--- src/rtl/mc_mem_arbiter.sv ---
// mc_mem_arbiter: shares one synchronous-read memory between the multicycle CPU
// controller and the program loader. Each access takes IDLE -> ACC -> RESP, and the
// requester's ack pulses in the following IDLE cycle. Round-robin applies when both
// request at once, and ldr_lock lets the loader keep the memory for a burst.
// Optional feature macro: ARB_STATS_EN adds saturating cpu_wait_cnt / ldr_grant_cnt.
module mc_mem_arbiter #(
  parameter int unsigned ADDR_W = 8,
  parameter int unsigned DATA_W = 32
) (
  input  logic              clk,
  input  logic              reset_n,
  input  logic              cpu_req,
  input  logic              cpu_we,
  input  logic [ADDR_W-1:0] cpu_addr,
  input  logic [DATA_W-1:0] cpu_wdata,
  output logic [DATA_W-1:0] cpu_rdata,
  output logic              cpu_ack,
  output logic              cpu_stall,
  input  logic              ldr_req,
  input  logic              ldr_we,
  input  logic [ADDR_W-1:0] ldr_addr,
  input  logic [DATA_W-1:0] ldr_wdata,
  input  logic              ldr_lock,
  output logic [DATA_W-1:0] ldr_rdata,
  output logic              ldr_ack,
  output logic              mem_we,
  output logic [ADDR_W-1:0] mem_addr,
  output logic [DATA_W-1:0] mem_wdata,
  input  logic [DATA_W-1:0] mem_rdata,
`ifdef ARB_STATS_EN
  output logic [15:0]       cpu_wait_cnt,
  output logic [15:0]       ldr_grant_cnt,
`endif
  output logic              owner
);

  typedef enum logic [1:0] {StIdle, StAcc, StResp} state_e;

  state_e state_q;
  logic   cur_q;  // owner of the in-flight access: 0 = CPU, 1 = loader
  logic   wr_q;   // in-flight access is a write; mem_we itself drops after ACC

  logic cpu_elig;
  logic ldr_elig;
  logic grant_ldr;
  logic grant_any;

  // A requester whose ack is high this cycle is skipped so a held req cannot re-issue.
  assign cpu_elig  = cpu_req & ~cpu_ack & ~ldr_lock;
  assign ldr_elig  = ldr_req & ~ldr_ack;
  // Loader wins if alone, or if both are eligible and the CPU was the last owner.
  assign grant_ldr = ldr_elig & (~cpu_elig | ~owner);
  assign grant_any = (state_q == StIdle) & (cpu_elig | ldr_elig);

  assign cpu_stall = cpu_req & ~cpu_ack;

  // Arbiter FSM with registered memory-side and requester-side outputs.
  always_ff @(posedge clk or negedge reset_n) begin
    if (!reset_n) begin
      state_q   <= StIdle;
      cur_q     <= 1'b0;
      wr_q      <= 1'b0;
      owner     <= 1'b0;
      mem_we    <= 1'b0;
      mem_addr  <= '0;
      mem_wdata <= '0;
      cpu_ack   <= 1'b0;
      ldr_ack   <= 1'b0;
      cpu_rdata <= '0;
      ldr_rdata <= '0;
    end else begin
      cpu_ack <= 1'b0;
      ldr_ack <= 1'b0;
      unique case (state_q)
        StIdle: begin
          mem_we <= 1'b0;
          if (cpu_elig || ldr_elig) begin
            state_q <= StAcc;
            cur_q   <= grant_ldr;
            owner   <= grant_ldr;
            if (grant_ldr) begin
              mem_we    <= ldr_we;
              wr_q      <= ldr_we;
              mem_addr  <= ldr_addr;
              mem_wdata <= ldr_wdata;
            end else begin
              mem_we    <= cpu_we;
              wr_q      <= cpu_we;
              mem_addr  <= cpu_addr;
              mem_wdata <= cpu_wdata;
            end
          end
        end
        StAcc: begin
          mem_we  <= 1'b0;
          state_q <= StResp;
        end
        StResp: begin
          state_q <= StIdle;
          if (cur_q) begin
            ldr_ack <= 1'b1;
            if (!wr_q) ldr_rdata <= mem_rdata;
          end else begin
            cpu_ack <= 1'b1;
            if (!wr_q) cpu_rdata <= mem_rdata;
          end
        end
        default: begin
          state_q <= StIdle;
          mem_we  <= 1'b0;
        end
      endcase
    end
  end

`ifdef ARB_STATS_EN
  // Saturating statistics: CPU stall cycles and loader grants.
  always_ff @(posedge clk or negedge reset_n) begin
    if (!reset_n) begin
      cpu_wait_cnt  <= 16'h0000;
      ldr_grant_cnt <= 16'h0000;
    end else begin
      if (cpu_stall && (cpu_wait_cnt != 16'hFFFF)) cpu_wait_cnt <= cpu_wait_cnt + 16'd1;
      if (grant_any && grant_ldr && (ldr_grant_cnt != 16'hFFFF)) begin
        ldr_grant_cnt <= ldr_grant_cnt + 16'd1;
      end
    end
  end
`endif

endmodule

--- config.mk ---
export PLATFORM = sky130hd
export DESIGN_NAME = mc_mem_arbiter
export DESIGN_NICKNAME = d
export VERILOG_FILES = /design/src/rtl/mc_mem_arbiter.sv
export SDC_FILE = /design/constraint.sdc
export NUM_CORES = 1
export LEC_CHECK = 0
export BUFFER_PORTS_ARGS = -buffer_cell sky130_fd_sc_hd__buf_2
export CAP_MARGIN = 20
export CORE_UTILIZATION = 44
export CTS_CLUSTER_SIZE = 24
export DETAILED_ROUTE_END_ITERATION = 10
export PLACE_DENSITY = 0.74
export SYNTH_ARGS = -nofsm -noshare
export SYNTH_HDL_FRONTEND = slang
export SYNTH_SLANG_ARGS = --single-unit
--- constraint.sdc ---
create_clock -name clk -period 3.4 [get_ports clk]
set_input_delay 0.34 -clock clk [delete_from_list [all_inputs] [get_ports clk]]
set_output_delay 0.34 -clock clk [all_outputs]
set_load 0.1 [all_outputs]
==> impl_metrics.toml <==
[place]
gp_congestion = 0.765
pre_cts_ws_ns = 1.10
io_buffer_count = 227
hpwlAfterDp_mm = 7.80
placed_cell_area_um2 = 5890

[synth]
synth_cell_types = 22
syn_nets = 455
synthesis.area_um2 = 4640
yosysSeqAreaShare = 0.599
synth_top_area_frac = 0.599
synthCells = 336
synth_warnings = 0
ys_ff_latch = 111
yosysTopAreaCell = "dfrtp_1"
synth_area_leaders = "dfrtp_1 60%, mux2_4 9.7%, mux2i_1 8.8%, mux2_2 8.0%, nand2_1 3.4%"
syn_area_per_cell_um2 = 13.8

[clock_network]
htree_num_levels = 3
ctsHoldBuffers = 1
numCtsBuffers = 9
cts_setup_buffers = 0
cts.sinks = 111
clk_pin_slew_ns = 0.10
cts.repair.resized = 0
clk_latency_ns = 0.35
cts_root_buf = "clkbuf_8"
cts_tree = "done"
clockBufferDepth = 2

[sta]
min_period_ns = 2.19
rsz0062_at_grt = "false"
clock_skew_ns = 0.00763
worst_slew_pin_slew_ns = 0.727
fmax_ghz = 0.456
min_period_over_period = 0.645
setup_ws_ns = 1.21
maxSlewHeadroom = 0.515
finalMaxSlewViolations = 0
setup_viol = 0
fin_tns_setup_ns = 0
hold_violations = 0

[critical_path]
max_stage_delay_ns = 0.66
crit_path_top_delay_cell = "a21boi_4"
worst-path-max-fanout = 17
cp-end-kind = "register"
crit_arrival_ns = 2.41
worstPathRequired_ns = 3.62
critical_path_class = "register to register"
cp-start-kind = "register"
worstPathCellList = "nor2b_1 > a21boi_4 > buf_4 > mux2i_1 > o21ai_0"

[global_route]
grt_pass1_wl_mm = 16.5
use_met1 = 0.242
antenna_found_initial = 0
grt_use_met3 = 0.0393
grt_max_degree = 65
grt_usage = 0.192
grt_pass1_vias = 3367
grt_overflow_total = 0
grt_use_met2 = 0.324
top_usage_layer = "met2"

[layout]
num-fill-cells = 860
diodes = 0
mostFrequentLayoutCell = "buf_2"
multi_input_comb_area_um2 = 1740
mostFrequentLayoutCells = "226 x buf_2, 111 x dfrtp_1, 42 x nand2_1"
area.sequential_um2 = 2780
fin_util = 0.591
postLayoutCellArea_um2 = 6080
layout.nets = 679
drive_gt1_frac = 0.559
syn2layout_area_growth_pct = 31.0

[floorplanning]
dieHeight_um = 105
ios = 228
rows = 37
die-area_um2 = 11000
die_w_um = 105
start_util = 0.451
core_um2 = 10300

[detailed_routing]
drc_errors = 0
via_count = 3370
drt_pass1_iterations = 6
drtIter0Drc = 151
via_per_inst = 4.81
wl_per_cell_um = 14.8
totalWireLength_mm = 10.4
drtAntennaViolNets = 0

[run]
drv_cap = 0

[outcome]
status = "completed"

[worst_hold_path]
min_path_type = "primary input to register"
[through the flow]
stage,hold WS [ns],cells
global route,0.201,701
floorplan,0.0444,336
global placement,0.387,684
detailed placement,0.396,684
finish,0.218,701
CTS,0.197,701
[cells by family (layout without fill, tap and decap cells)]
group | count (synthesis) | count (layout) | share of synthesized area
buffers and inverters | 22 | 251 | 0.0318
AOI/OAI and AO/OA | 44 | 44 | 0.0480
muxes | 106 | 106 | 0.270
and+or+nand+nor | 53 | 53 | 0.0510
DFF | 111 | 111 | 0.599
[path summary, 6_finish.rpt]
path                               start             to  slack, ns  depth (start not counted)
max in group asynchronous        reset_n  ldr_rdata[15]       2.10                          3
hold / removal             mem_rdata[27]  ldr_rdata[27]       0.22                          2
hold reg to reg               state_q[1]     state_q[1]       0.48                          1
min in group asynchronous        reset_n  ldr_rdata[27]       0.53                          2
setup reg to reg                 ldr_ack   mem_wdata[2]       1.21                          5
setup / recovery                 ldr_ack   mem_wdata[2]       1.21                          5
[worst max-delay path, delay by kind of cell, from the launching register on]
kind | cells | cell delay [ns]
multiplexers | 1 | 0.22
AO/OA/AOI/OAI | 2 | 0.76
AND/OR/NAND/NOR | 1 | 0.27
buffers and inverters | 1 | 0.41
flip-flops | 1 | 0.38
[routing by layer]
metal	routed length, µm	vias up
met3	623	13
met5	0	-
li1	-	1601
met1	4440	1607
met2	5110	149
met4	182	0
[flip-flops by register name, indices dropped and copies added (netlist names)]
name,cells
state_q,2
mem_we,1
cpu_ack,1
ldr_ack,1
mem_addr,8
cpu_rdata,32
ldr_rdata,32
wr_q,1
mem_wdata,32
cur_q,1
[cell usage after synthesis (all sizes together)]
library cell	count
nor2b	5
inv	1
a21boi	1
nor2	2
nand2b	1
buf	15
mux2	65
nor3	1
nand2	42
and2	1
nor3b	1
dfrtp	111
clkbuf	6
mux2i	41
o21ai	43
[layout make-up]
cell class                      count  share of cell area
Multi-Input combinational cell    203               0.287
Tap cell                          136              0.0280
Timing Repair Buffer              234               0.199
Clock buffer                       11              0.0233
Clock inverter                      5             0.00556
Inverter                            1            0.000618
Sequential cell                   111               0.457
Power is not shown: default switching activity piles up to over one toggle a cycle in this logic, so the estimate is an artifact.
